## config.mk

```make
export PLATFORM = sky130hd
export DESIGN_NAME = lvds_tx_flat
export DESIGN_NICKNAME = d
export VERILOG_FILES = /design/src/rtl/lvds_tx_if.sv /design/src/rtl/lvds_tx.sv /design/src/flat_wrapper.sv
export SDC_FILE = /design/constraint.sdc
export NUM_CORES = 1
export LEC_CHECK = 0
export CAP_MARGIN = 0
export CORE_MARGIN = 2
export CORE_UTILIZATION = 52
export DETAILED_ROUTE_END_ITERATION = 10
export PLACE_DENSITY = 0.84
export RECOVER_POWER = 100
export REMOVE_ABC_BUFFERS = 1
export SYNTH_ARGS = -nofsm -noshare
export SYNTH_HDL_FRONTEND = slang
export SYNTH_SLANG_ARGS = --single-unit
```

## constraint.sdc

```tcl
create_clock -name i_ddr_clk -period 3.1 [get_ports i_ddr_clk]
set_clock_uncertainty 0.05 [all_clocks]
set_input_delay 0.31 -clock i_ddr_clk [delete_from_list [all_inputs] [get_ports i_ddr_clk]]
set_output_delay 0.31 -clock i_ddr_clk [all_outputs]
set_load 0.005 [all_outputs]
```

## src/rtl/lvds_tx_if.sv

```systemverilog
// FIFO-side handshake and serial output bundle of the LVDS I/Q transmitter.
// The DUT takes the slave modport; the FIFO/pin side takes the master modport.
interface lvds_tx_if;
    logic        i_tx_enable;
    logic        i_fifo_empty;
    logic        o_fifo_pull;
    logic [31:0] i_fifo_data;
    logic [1:0]  o_ddr_data;
    logic        o_word_strobe;
    logic        o_underrun;
    logic        o_busy;

    modport slave (
        input  i_tx_enable,
        input  i_fifo_empty,
        input  i_fifo_data,
        output o_fifo_pull,
        output o_ddr_data,
        output o_word_strobe,
        output o_underrun,
        output o_busy
    );

    modport master (
        output i_tx_enable,
        output i_fifo_empty,
        output i_fifo_data,
        input  o_fifo_pull,
        input  o_ddr_data,
        input  o_word_strobe,
        input  o_underrun,
        input  o_busy
    );
endinterface

```

## src/rtl/lvds_tx.sv

```systemverilog
// LVDS I/Q transmitter: serializes 32-bit FIFO words MSB-first, 2 bits per DDR clock,
// on a fixed 16-cycle word cadence; idle pattern when no word was fetched.
module lvds_tx #(
    parameter bit          FORCE_SYNC = 1'b1,
    parameter logic [31:0] IDLE_WORD  = 32'h0000_0000
) (
    input  logic     i_ddr_clk,
    input  logic     i_rst_b,
    lvds_tx_if.slave tx_io
);

    localparam logic [3:0] FetchPhase = 4'd14;
    localparam logic [3:0] LoadPhase  = 4'd15;

    logic [3:0]  phase_q, phase_d;
    logic [31:0] shift_q, shift_d;
    logic        pending_q, pending_d;
    logic        strobe_q, strobe_d;
    logic        busy_q, busy_d;

    logic        fetch_point;
    logic        pull;
    logic        underrun;
    logic [31:0] load_word;

    always_comb begin
        fetch_point = (phase_q == FetchPhase);
        pull        = fetch_point & tx_io.i_tx_enable & ~tx_io.i_fifo_empty;
        underrun    = fetch_point & tx_io.i_tx_enable & tx_io.i_fifo_empty;
    end

    // Sync markers replace the top two bits of each 16-bit I and Q half.
    always_comb begin
        if (FORCE_SYNC) begin
            load_word = {2'b10, tx_io.i_fifo_data[29:16], 2'b01, tx_io.i_fifo_data[13:0]};
        end else begin
            load_word = tx_io.i_fifo_data;
        end
    end

    always_comb begin
        phase_d   = phase_q + 4'd1;
        shift_d   = {shift_q[29:0], 2'b00};
        pending_d = pending_q | pull;
        strobe_d  = 1'b0;
        busy_d    = busy_q;
        if (phase_q == LoadPhase) begin
            pending_d = 1'b0;
            if (pending_q) begin
                shift_d  = load_word;
                strobe_d = 1'b1;
                busy_d   = 1'b1;
            end else begin
                shift_d = IDLE_WORD;
                busy_d  = 1'b0;
            end
        end
    end

    always_ff @(posedge i_ddr_clk or negedge i_rst_b) begin
        if (!i_rst_b) begin
            phase_q   <= 4'd0;
            shift_q   <= 32'h0000_0000;
            pending_q <= 1'b0;
            strobe_q  <= 1'b0;
            busy_q    <= 1'b0;
        end else begin
            phase_q   <= phase_d;
            shift_q   <= shift_d;
            pending_q <= pending_d;
            strobe_q  <= strobe_d;
            busy_q    <= busy_d;
        end
    end

    always_comb begin
        tx_io.o_ddr_data    = shift_q[31:30];
        tx_io.o_fifo_pull   = pull;
        tx_io.o_underrun    = underrun;
        tx_io.o_word_strobe = strobe_q;
        tx_io.o_busy        = busy_q;
    end

endmodule
```

## src/flat_wrapper.sv

```systemverilog
// flat-port wrapper written by rule: the top's interface ports become plain ports
module lvds_tx_flat 
#(
    parameter bit          FORCE_SYNC = 1'b1,
    parameter logic [31:0] IDLE_WORD  = 32'h0000_0000
)
  (i_ddr_clk, i_rst_b, tx_io_i_tx_enable, tx_io_i_fifo_empty, tx_io_i_fifo_data, tx_io_o_fifo_pull, tx_io_o_ddr_data, tx_io_o_word_strobe, tx_io_o_underrun, tx_io_o_busy);
  lvds_tx_if tx_io_i ();
  input  logic i_ddr_clk;
  input  logic i_rst_b;
  input wire logic [$bits(tx_io_i.i_tx_enable)-1:0] tx_io_i_tx_enable;
  input wire logic [$bits(tx_io_i.i_fifo_empty)-1:0] tx_io_i_fifo_empty;
  input wire logic [$bits(tx_io_i.i_fifo_data)-1:0] tx_io_i_fifo_data;
  output wire logic [$bits(tx_io_i.o_fifo_pull)-1:0] tx_io_o_fifo_pull;
  output wire logic [$bits(tx_io_i.o_ddr_data)-1:0] tx_io_o_ddr_data;
  output wire logic [$bits(tx_io_i.o_word_strobe)-1:0] tx_io_o_word_strobe;
  output wire logic [$bits(tx_io_i.o_underrun)-1:0] tx_io_o_underrun;
  output wire logic [$bits(tx_io_i.o_busy)-1:0] tx_io_o_busy;
  assign tx_io_i.i_tx_enable = tx_io_i_tx_enable;
  assign tx_io_i.i_fifo_empty = tx_io_i_fifo_empty;
  assign tx_io_i.i_fifo_data = tx_io_i_fifo_data;
  assign tx_io_o_fifo_pull = tx_io_i.o_fifo_pull;
  assign tx_io_o_ddr_data = tx_io_i.o_ddr_data;
  assign tx_io_o_word_strobe = tx_io_i.o_word_strobe;
  assign tx_io_o_underrun = tx_io_i.o_underrun;
  assign tx_io_o_busy = tx_io_i.o_busy;
  lvds_tx #(.FORCE_SYNC(FORCE_SYNC), .IDLE_WORD(IDLE_WORD)) u_core (.i_ddr_clk(i_ddr_clk), .i_rst_b(i_rst_b), .tx_io(tx_io_i));
endmodule
```

==> flow_metrics.tcl <==
set metrics [dict create \
    outcome "complete, but fails checks" \
    violations "max-capacitance violations, max-slew violations" \
    grt-busiest-layer "met2" \
    drt-initial-drc-count 38 \
    worst_slew_pin_slew_ns 1.99 \
    cts-htree-levels 2 \
    ys_seq_area_share_pct 57.6 \
    post_cts_resized 0 \
    synth_common_cells "39 x dfrtp_1, 30 x inv_1, 26 x mux2i_1, 26 x nand2_1, 4 x and2_1" \
    via_per_inst 4.74 \
    synthFlopType "dfrtp_1" \
    use_met1_pct 18.7 \
    gp_congestion 0.767 \
    grt_overflow 0 \
    drc_errors 0 \
    power_frac_seq_pct 59.9 \
    hold_class "register to register" \
    fin_crit_ns 2.28 \
    routedWlPerCell_um 12.0 \
    final_nets 223 \
    syn_inst 150 \
    hold_viol 0 \
    routed_wl_um 2770 \
    yosysTopAreaCellShare_pct 57.6 \
    firstDrtPassIters 4 \
    synth-seq-cells 39 \
    num-fill-cells 249 \
    dp_hpwl_um 1920 \
    setup_viol 0 \
    io_buffers 37 \
    cts_hold_buf 0 \
    grt_setup_unrepaired "false" \
    critPathMaxFanout 27 \
    ctsLongestPathBuffers 2 \
    root_buffer "clkbuf_4" \
    initial_utilization_pct 55.0 \
    async_flop_share_pct 100 \
    drive_gt1_share_pct 3.76 \
    hold_slack_ns 0.408 \
    dieArea_um2 3730 \
    io_pins 42 \
    finalSetupTns_ns 0 \
    yosysWarnings 0 \
    power_switching_uw 182 \
    clkTransAtPathRegs_ns 0.11 \
    peakVddDrop_uv 257 \
    multi_input_area_um2 500 \
    area_growth_pct 22.7 \
    grt_max_degree 40 \
    grtUsageMet3_pct 6.09 \
    required_ns 3.30 \
    syn_area_um2 1690 \
    report.final.slew_viol_count 67 \
    max_slew_margin_pct -32.9 \
    crit_type "register to register" \
    rows 20 \
    coreArea_um2 3080 \
    endpoint_kind "register" \
    ys_types 21 \
    clkPwrFrac_pct 32.8 \
    power_leakage_nw 0.922 \
    grt_usage_pct 17.4 \
    clock_latency_ns 0.34 \
    p_comb_share_pct 7.3 \
    grt_pass1_wl_um 4690 \
    finalCritPeriodShare_pct 73.6 \
    p_int_uw 699 \
    regArea_um2 976 \
    grt_antenna_before_repair 0 \
    yosys-top-cells-area "dfrtp_1 58%, mux2i_1 15%, inv_1 6.7%, nand2_1 5.8%, buf_12 3.5%" \
    grt_pass1_vias 1147 \
    vias 1091 \
    yosysTopAreaCell "dfrtp_1" \
    drv_cap 2 \
    fmax_mhz 438 \
    synth_edf_count 0 \
    met2_usage_pct 31.3 \
    die_h_um 61.1 \
    cp.arrival_ns 2.48 \
    numCtsBuffers 5 \
    synth_most_common_cell "dfrtp_1" \
    die_w_um 61.1 \
    post-cts-setup-buffers 0 \
    switching_share_pct 20.7 \
    cts_tree "yes" \
    final_antenna_net_count 0 \
    syn_avg_cell_area_um2 11.3 \
    diodes 0 \
    clock-sinks 39 \
    cp-start-kind "register" \
    power_density_nw_per_um2 424 \
]
final cells by class:
cell class | instances | area share, %
flip-flops and latches | 39 | 47.0
multi-input cells | 72 | 24.1
repair buffers | 37 | 17.5
inverters | 30 | 5.42
clock buffers | 8 | 3.31
well taps | 44 | 2.65
path summary, 6_finish.rpt:
path                                                   start                           end  slack [ns]  depth (start not counted)
worst max register to register   u_core.phase_q[0]$_DFF_PN0_   u_core.shift_q[5]$_DFF_PN0_        0.82                          3
worst min-delay path            u_core.shift_q[12]$_DFF_PN0_  u_core.shift_q[14]$_DFF_PN0_        0.41                          1
worst max-delay path             u_core.phase_q[0]$_DFF_PN0_   u_core.shift_q[5]$_DFF_PN0_        0.82                          3
worst min register to register  u_core.shift_q[12]$_DFF_PN0_  u_core.shift_q[14]$_DFF_PN0_        0.41                          1
max in group asynchronous                            i_rst_b  u_core.shift_q[11]$_DFF_PN0_        1.39                          1
min in group asynchronous                            i_rst_b  u_core.shift_q[23]$_DFF_PN0_        0.47                          1
through the flow:
| step | instances | worst slack [ns] | power, mW | instance area, µm² | utilization, % |
|---|---|---|---|---|---|
| 3_3_place_gp | 222 | 1.21 | 0.601 | 2020 | 65.7 |
| 2_1_floorplan | 141 | 1.76 | 0.549 | 1600 | - |
| 3_5_place_dp | 222 | 1.12 | 0.604 | 2020 | 65.7 |
| 6_report | 230 | 0.819 | 0.881 | 2080 | 67.5 |
| 5_1_grt | 230 | 0.618 | 0.923 | 2080 | 67.5 |
| 4_1_cts | 230 | 0.905 | 0.896 | 2090 | 67.9 |
logic make-up (layout without fill, tap and decap cells):
kind of cell / Yosys count / count (layout) / synth area share (%)
AND/OR/NAND/NOR: 38 / 38 / 10.3
multiplexers: 26 / 26 / 15.4
buffers and inverters: 39 / 75 / 12.1
AO/OA/AOI/OAI: 4 / 4 / 2.07
adder cells (fa/ha/maj): 2 / 2 / 1.48
XOR/XNOR: 2 / 2 / 1.03
flip-flops: 39 / 39 / 57.6
power by group through the flow:
stage,Combinational (mW),Clock (mW),Sequential (mW)
6_report,0.0645,0.289,0.528
2_1_floorplan,0.0119,0,0.537
3_5_place_dp,0.0666,0,0.538
3_3_place_gp,0.0642,0,0.537
4_1_cts,0.0670,0.301,0.528
5_1_grt,0.0715,0.322,0.529
placed cells by master, fill, tap and decap left out, types with 2 or more instances in the layout:
cell | synthesis | final
clkdlybuf4s50_1 | 0 | 30
a21o_1 | 3 | 3
nand3_1 | 2 | 2
nand2_1 | 26 | 26
ha_1 | 2 | 2
clkbuf_4 | 0 | 5
clkbuf_8 | 0 | 2
mux2i_1 | 26 | 26
dlygate4sd3_1 | 0 | 6
inv_1 | 30 | 30
clkbuf_1 | 1 | 2
nor2_1 | 2 | 2
dfrtp_1 | 39 | 39
and2_1 | 4 | 2
and2_0 | 0 | 2
metal layers:
layer / vias up / wire (µm)
li1: 523 / -
met1: 529 / 1160
met2: 33 / 1400
met3: 6 / 168
met4: 0 / 44
met5: - / 0
flip-flops by register name, indices dropped and copies added, names as in the netlist:
register                    cells
u_core.pending_q                1
u_core.phase_q                  4
u_core.tx_io.o_word_strobe      1
u_core.shift_q                 32
u_core.tx_io.o_busy             1
worst max-delay path: stages (launching register included):
cell	delay, ns
dfrtp_1	0.39
ha_1	0.24
and3_1	1.19
mux2i_1	0.30
(Power assumes the default switching activity.)
